## config.mk

```make
export PLATFORM = sky130hd
export DESIGN_NAME = mem_stage
export DESIGN_NICKNAME = d
export VERILOG_FILES = /design/src/rtl/mem_stage_pkg.sv /design/src/rtl/mem_stage_ld_align.sv /design/src/rtl/mem_stage.sv
export SDC_FILE = /design/constraint.sdc
export NUM_CORES = 1
export LEC_CHECK = 0
export ABC_AREA = 1
export BUFFER_PORTS_ARGS = -buffer_cell sky130_fd_sc_hd__buf_4
export CAP_MARGIN = 20
export CORE_ASPECT_RATIO = 0.6
export CORE_MARGIN = 2
export CORE_UTILIZATION = 45
export CTS_CLUSTER_SIZE = 24
export DETAILED_ROUTE_END_ITERATION = 10
export PLACE_DENSITY = 0.72
export SLEW_MARGIN = 20
export SYNTH_ARGS = -nofsm -noshare
export SYNTH_HDL_FRONTEND = slang
export SYNTH_SLANG_ARGS = --single-unit
```

## constraint.sdc

```tcl
create_clock -name clk -period 6.5 [get_ports clk]
set_input_delay 0.325 -clock clk [delete_from_list [all_inputs] [get_ports clk]]
set_output_delay 0.325 -clock clk [all_outputs]
set_load 0.05 [all_outputs]
```

## src/rtl/mem_stage_pkg.sv

```systemverilog
// mem_stage_pkg: bus widths, load-type bit indices and the packed layouts of
// the execute->memory and memory->writeback buses, plus extension helpers.
package mem_stage_pkg;

    localparam int ES_TO_MS_BUS_WD = 83;
    localparam int MS_TO_WS_BUS_WD = 73;
    localparam int STALL_BUS_WD    = 10;
    localparam int FORWARD_BUS_WD  = 33;
    localparam int DATA_W          = 32;

    // One-hot inst_load bit positions
    localparam int LD_LW  = 6;
    localparam int LD_LB  = 5;
    localparam int LD_LBU = 4;
    localparam int LD_LH  = 3;
    localparam int LD_LHU = 2;
    localparam int LD_LWL = 1;
    localparam int LD_LWR = 0;

    typedef struct packed {
        logic              res_from_mem;  // [82]
        logic [6:0]        inst_load;     // [81:75]
        logic [4:0]        ld_extd_op;    // [74:70]
        logic              gr_we;         // [69]
        logic [4:0]        dest;          // [68:64]
        logic [DATA_W-1:0] alu_result;    // [63:32]
        logic [DATA_W-1:0] pc;            // [31:0]
    } es_to_ms_t;

    typedef struct packed {
        logic [3:0]        rf_wen;        // [72:69]
        logic [4:0]        dest;          // [68:64]
        logic [DATA_W-1:0] final_result;  // [63:32]
        logic [DATA_W-1:0] pc;            // [31:0]
    } ms_to_ws_t;

    // Byte to word, sign- or zero-extended
    function automatic logic [DATA_W-1:0] ext8(input logic [7:0] b, input logic sgn);
        logic signed [DATA_W-1:0] sx;
        sx = DATA_W'($signed(b));
        return sgn ? sx : {24'b0, b};
    endfunction

    // Halfword to word, sign- or zero-extended
    function automatic logic [DATA_W-1:0] ext16(input logic [15:0] h, input logic sgn);
        logic signed [DATA_W-1:0] sx;
        sx = DATA_W'($signed(h));
        return sgn ? sx : {16'b0, h};
    endfunction

endpackage

```

## src/rtl/mem_stage_ld_align.sv

```systemverilog
// mem_stage_ld_align: combinational load-data alignment and extension plus
// per-byte register write strobes (partial strobes for lwl/lwr).
module mem_stage_ld_align
    import mem_stage_pkg::*;
(
    input  logic [6:0]        inst_load,
    input  logic [1:0]        addr,
    input  logic [DATA_W-1:0] rdata,
    input  logic              gr_we,
    output logic [DATA_W-1:0] ld_data,
    output logic [3:0]        rf_wen
);

    logic [7:0]  byte_sel;
    logic [15:0] half_sel;

    // Pick the addressed byte/halfword, then extend or shift per load type
    always_comb begin
        byte_sel = rdata[{addr, 3'b000} +: 8];
        half_sel = addr[1] ? rdata[31:16] : rdata[15:0];
        ld_data  = rdata;
        rf_wen   = {4{gr_we}};
        case (1'b1)
            inst_load[LD_LW]:  ld_data = rdata;
            inst_load[LD_LB]:  ld_data = ext8(byte_sel, 1'b1);
            inst_load[LD_LBU]: ld_data = ext8(byte_sel, 1'b0);
            inst_load[LD_LH]:  ld_data = ext16(half_sel, 1'b1);
            inst_load[LD_LHU]: ld_data = ext16(half_sel, 1'b0);
            inst_load[LD_LWL]: begin
                // (3-addr)*8 == ~addr*8 for a 2-bit address
                ld_data = rdata << {~addr, 3'b000};
                case (addr)
                    2'd0:    rf_wen = 4'b1000;
                    2'd1:    rf_wen = 4'b1100;
                    2'd2:    rf_wen = 4'b1110;
                    default: rf_wen = 4'b1111;
                endcase
            end
            inst_load[LD_LWR]: begin
                ld_data = rdata >> {addr, 3'b000};
                case (addr)
                    2'd0:    rf_wen = 4'b1111;
                    2'd1:    rf_wen = 4'b0111;
                    2'd2:    rf_wen = 4'b0011;
                    default: rf_wen = 4'b0001;
                endcase
            end
            default: ld_data = rdata;
        endcase
    end

endmodule

```

## src/rtl/mem_stage.sv

```systemverilog
// mem_stage: memory pipeline stage. Latches the execute-stage bus, aligns
// synchronous SRAM load data, and holds that read data while writeback is
// back-pressuring (the SRAM output is only valid for one cycle).
// Optional feature macro: MEM_STAGE_FWD_LOAD_EN -- when defined, aligned load
// results (except lwl/lwr) are forwarded to decode; otherwise loads are not
// forwarded from this stage.
module mem_stage
    import mem_stage_pkg::*;
(
    input  logic                       clk,
    input  logic                       reset,
    input  logic                       ws_allowin,
    output logic                       ms_allowin,
    input  logic                       es_to_ms_valid,
    input  logic [ES_TO_MS_BUS_WD-1:0] es_to_ms_bus,
    output logic                       ms_to_ws_valid,
    output logic [MS_TO_WS_BUS_WD-1:0] ms_to_ws_bus,
    output logic [STALL_BUS_WD-1:0]    stall_ms_bus,
    output logic [FORWARD_BUS_WD-1:0]  forward_ms_bus,
    input  logic [DATA_W-1:0]          data_sram_rdata
);

    es_to_ms_t         bus_q, bus_d;
    logic              ms_valid_q, ms_valid_d;
    logic              rdata_buf_valid_q, rdata_buf_valid_d;
    logic [DATA_W-1:0] rdata_buf_q, rdata_buf_d;

    logic              ms_ready_go;
    logic [DATA_W-1:0] rdata_eff;
    logic [DATA_W-1:0] ld_data;
    logic [3:0]        ld_rf_wen;
    logic [DATA_W-1:0] final_result;
    logic              fwd_valid;
    ms_to_ws_t         ms_to_ws;
    logic              unused_ld_extd_op;

    // Handshake: this stage never stalls on its own
    always_comb begin
        ms_ready_go    = 1'b1;
        ms_allowin     = !ms_valid_q || (ms_ready_go && ws_allowin);
        ms_to_ws_valid = ms_valid_q && ms_ready_go;
    end

    // Next-state for valid, bus register and read-data hold buffer
    always_comb begin
        ms_valid_d        = ms_valid_q;
        bus_d             = bus_q;
        rdata_buf_valid_d = rdata_buf_valid_q;
        rdata_buf_d       = rdata_buf_q;
        if (ms_allowin) begin
            ms_valid_d = es_to_ms_valid;
        end
        if (es_to_ms_valid && ms_allowin) begin
            bus_d = es_to_ms_bus;
        end
        // Capture the one-cycle SRAM data the first time writeback refuses it
        if (ms_allowin) begin
            rdata_buf_valid_d = 1'b0;
        end else if (ms_valid_q && !rdata_buf_valid_q && !ws_allowin) begin
            rdata_buf_valid_d = 1'b1;
            rdata_buf_d       = data_sram_rdata;
        end
    end

    // Control state with synchronous reset
    always_ff @(posedge clk) begin
        if (reset) begin
            ms_valid_q        <= 1'b0;
            rdata_buf_valid_q <= 1'b0;
        end else begin
            ms_valid_q        <= ms_valid_d;
            rdata_buf_valid_q <= rdata_buf_valid_d;
        end
    end

    // Datapath registers; contents are qualified by the valid flags
    always_ff @(posedge clk) begin
        bus_q       <= bus_d;
        rdata_buf_q <= rdata_buf_d;
    end

    assign rdata_eff = rdata_buf_valid_q ? rdata_buf_q : data_sram_rdata;

    mem_stage_ld_align u_ld_align (
        .inst_load (bus_q.inst_load),
        .addr      (bus_q.alu_result[1:0]),
        .rdata     (rdata_eff),
        .gr_we     (bus_q.gr_we),
        .ld_data   (ld_data),
        .rf_wen    (ld_rf_wen)
    );

    // Result select, forward qualification and output bus packing
    always_comb begin
        final_result = bus_q.res_from_mem ? ld_data : bus_q.alu_result;
`ifdef MEM_STAGE_FWD_LOAD_EN
        fwd_valid = ms_valid_q && !(bus_q.inst_load[LD_LWL] | bus_q.inst_load[LD_LWR]);
`else
        fwd_valid = ms_valid_q && !bus_q.res_from_mem;
`endif
        ms_to_ws.rf_wen       = ld_rf_wen & {4{ms_valid_q}};
        ms_to_ws.dest         = bus_q.dest;
        ms_to_ws.final_result = final_result;
        ms_to_ws.pc           = bus_q.pc;
    end

    assign ms_to_ws_bus   = ms_to_ws;
    // dest is masked so the stall bus reads zero whenever the stage is empty
    assign stall_ms_bus   = {{5{ms_valid_q && bus_q.gr_we}}, bus_q.dest & {5{ms_valid_q}}};
    assign forward_ms_bus = {fwd_valid, final_result};

    // Extension opcode is consumed upstream; it only rides along here
    assign unused_ld_extd_op = ^bus_q.ld_extd_op;

endmodule

```

==> flow_metrics.tcl <==
set metrics [dict create \
    power_density_nw_per_um2 232.1 \
    p_sw_uw 773.6 \
    num-fill-cells 1532 \
    postCtsSetupRepairBufs 0 \
    synth_top_area_share_pct 43.64 \
    pwr-share-seq_pct 40.3 \
    synthesis.area_um2 7570 \
    cp_common_cell "nand2_1" \
    hold_viol_final 0 \
    drt-total-wl_um 22890 \
    worstSetupEndpointType "output port" \
    clock_latency_ns 0.36 \
    slew_violations 0 \
    cap_violations 0 \
    rows 36 \
    critPathMaxStageDelay_ns 0.56 \
    antenna_found_initial 1 \
    seqCellArea_um2 3343 \
    crit_type "reg -> out" \
    die_h_um 104.5 \
    postSynthNetCount 1073 \
    post-dp-hpwl_um 16680 \
    clkTransAtPathRegs_ns 0.08 \
    fp.dieW_um 171.4 \
    status "complete, no violations" \
    internal_power_uw 1344 \
    critPathRequiredTime_ns 6.17 \
    ys_types 32 \
    cts.sinks 112 \
    worst_pin_slew_ns 1.005 \
    slowest_stage "inv_1" \
    start_util_pct 46.30 \
    portBuffers 231 \
    post_cts_resized 0 \
    fin_tns_setup_ns 0 \
    drive_above_1_share_pct 29.88 \
    min_from "reset" \
    fmax_mhz 276.9 \
    cts_root_buf "clkbuf_16" \
    async_flop_share_pct 0 \
    routed_via_density 5.219 \
    num_vias 6889 \
    grt_pass1_wl_um 35290 \
    power_uw 2118 \
    first_pass_iters 6 \
    grt_max_degree 79 \
    wl_per_cell_um 17.34 \
    synth-warning-count 0 \
    finalSetupViolCount 0 \
    grt.overflow.total 0 \
    p_comb_share_pct 31.9 \
    syn_avg_cell_area_um2 7.935 \
    yosysMostFrequentCell "nand2_1" \
    path_delay_family "buffers and inverters" \
    period_share_pct 55.56 \
    switching_share_pct 36.53 \
    skew_ns 0.01183 \
    rr_startpoint "ms_to_ws_valid$_SDFFE_PP0N_" \
    grt_pass1_vias 6575 \
    dieArea_um2 17910 \
    hp-class "in -> reg" \
    ir_worst_vdd_uv 158.3 \
    max_slew_margin_pct 32.97 \
    yosysTopAreaCell "edfxtp_1" \
    tritoncts "done" \
    clockBufferDepth 2 \
    hold_buffers 0 \
    core_area_um2 16350 \
    post-route-min-period_ns 3.611 \
    clockPowerShare_pct 27.8 \
    synth_enable_flop_cells 110 \
    crit_chain "buf_4, inv_1, nand3_1, nand2_2, a21oi_4, nand2_1, nand2_1, nand2_1, buf_4" \
    synth_common_cells "nand2_1 (348), edfxtp_1 (110), nand3_1 (104), buf_4 (76), inv_1 (59)" \
    synth-seq-area-share_pct 44.17 \
    synthFlopType "edfxtp_1" \
    track_usage_pct 25.52 \
    route.detailed.drc 0 \
    syn2layout_area_growth_pct 20.56 \
    ys_ff_latch 112 \
    cts_buffers 9 \
    start_kind "flip-flop" \
    ant_nets 0 \
    crit_fanout 35 \
    fin_nets 1205 \
    routabilityCongestion 0.9453 \
    boundaryPins 237 \
    htree_levels 3 \
    syn_inst 954 \
    cp-startpoint "bus_q[33]$_DFFE_PP_" \
    synth.area.top_cells "edfxtp_1 (44%), nand2_1 (17%), buf_4 (7.5%)" \
    rsz0062_at_grt "no" \
    leakage_uw 0.004312 \
    arrival_ns 3.29 \
    drt-initial-drc-count 688 \
    cp_num_buf_inv 3 \
    multi_input_area_um2 3147 \
]
==> final timing paths <==
| kind | endpoint | slack [ns] | cells past startpoint |
|---|---|---|---|
| min reg2reg | rdata_buf_valid_q$_SDFFE_PP0P_ | 0.79 | 2 |
| max | forward_ms_bus[26] | 2.89 | 9 |
| max reg2reg | bus_q[57]$_DFFE_PP_ | 4.61 | 2 |
| min | ms_to_ws_valid$_SDFFE_PP0N_ | 0.12 | 2 |
==> power groups by stage <==
stage          clock network [µW]  logic (µW)  registers [µW]
3_5_place_dp                    0         671             870
5_1_grt                       622         722             858
6_report                      588         676             854
4_1_cts                       601         673             854
2_1_floorplan                   0         501             868
3_3_place_gp                    0         668             869
==> routing by layer <==
layer / GRT usage [%] / part of all wire (%) / up-vias
li1: - / - / 3310
met1: 36.01 / 43 / 3183
met2: 39.90 / 45 / 371
met3: 6.240 / 11 / 25
met4: 4.903 / 1.3 / 0
met5: 0 / 0 / -
==> cells by family after synthesis <==
logic type	after synthesis	synth area share, %
AOI/OAI and AO/OA	101	7.454
buffers and inverters	181	14.45
DFF	112	44.17
and+or+nand+nor	560	33.93
==> worst register-to-register path: cells and delay by family, from the launching register on <==
kind / cells / cell delay, ns
flip-flops: 1 / 0.47
AO/OA/AOI/OAI: 1 / 0.20
buffers and inverters: 1 / 0.74
==> per-stage QoR <==
step	cells	instance area (µm²)	utilization, %	hold slack, ns	setup slack [ns]
after floorplan	954	7570	-	0.3941	1.400
after global placement	1303	8813	53.90	0.4975	3.436
after detailed placement	1303	8813	53.90	0.4990	3.409
after CTS	1319	9124	55.80	0.1175	3.017
after global routing	1319	9124	55.80	0.1188	2.728
final	1320	9126	55.82	0.1178	2.889
==> final cells by class <==
| cell class | instances | share of cell area [%] |
|---|---|---|
| Antenna cell | 1 | 0.02742 |
| Clock buffer | 9 | 2.468 |
| Clock inverter | 7 | 0.9323 |
| Inverter | 63 | 2.673 |
| Multi-Input combinational cell | 661 | 34.48 |
| Sequential cell | 112 | 36.63 |
| Tap cell | 228 | 3.126 |
| Timing Repair Buffer | 239 | 19.66 |
==> sequential cells by signal (all words and copies together), names as in the netlist <==
signal	cells
ms_to_ws_bus	37
rdata_buf_q	32
bus_q	41
rdata_buf_valid_q	1
ms_to_ws_valid	1
==> layout by cell type (no fill, tap or decap) <==
cell type / n
o21ai_2: 2
dfxtp_1: 2
edfxtp_1: 110
a211oi_1: 6
a22oi_1: 1
buf_4: 239
bufinv_16: 1
o21ai_0: 30
inv_8: 1
nor2_4: 2
a21oi_4: 3
clkinv_1: 3
o21bai_2: 1
a21oi_1: 55
nor2_2: 3
inv_2: 1
nand3_2: 15
o211ai_1: 2
nand2_2: 23
inv_6: 3
nand2_1: 348
nor2_1: 39
nand2_4: 20
nand4_1: 1
clkinv_4: 1
nand3_1: 104
clkinv_8: 1
diode_2: 1
o21ai_1: 1
and2_1: 4
clkbuf_16: 9
inv_1: 59
or2_2: 1
(Power assumes the default switching activity.)
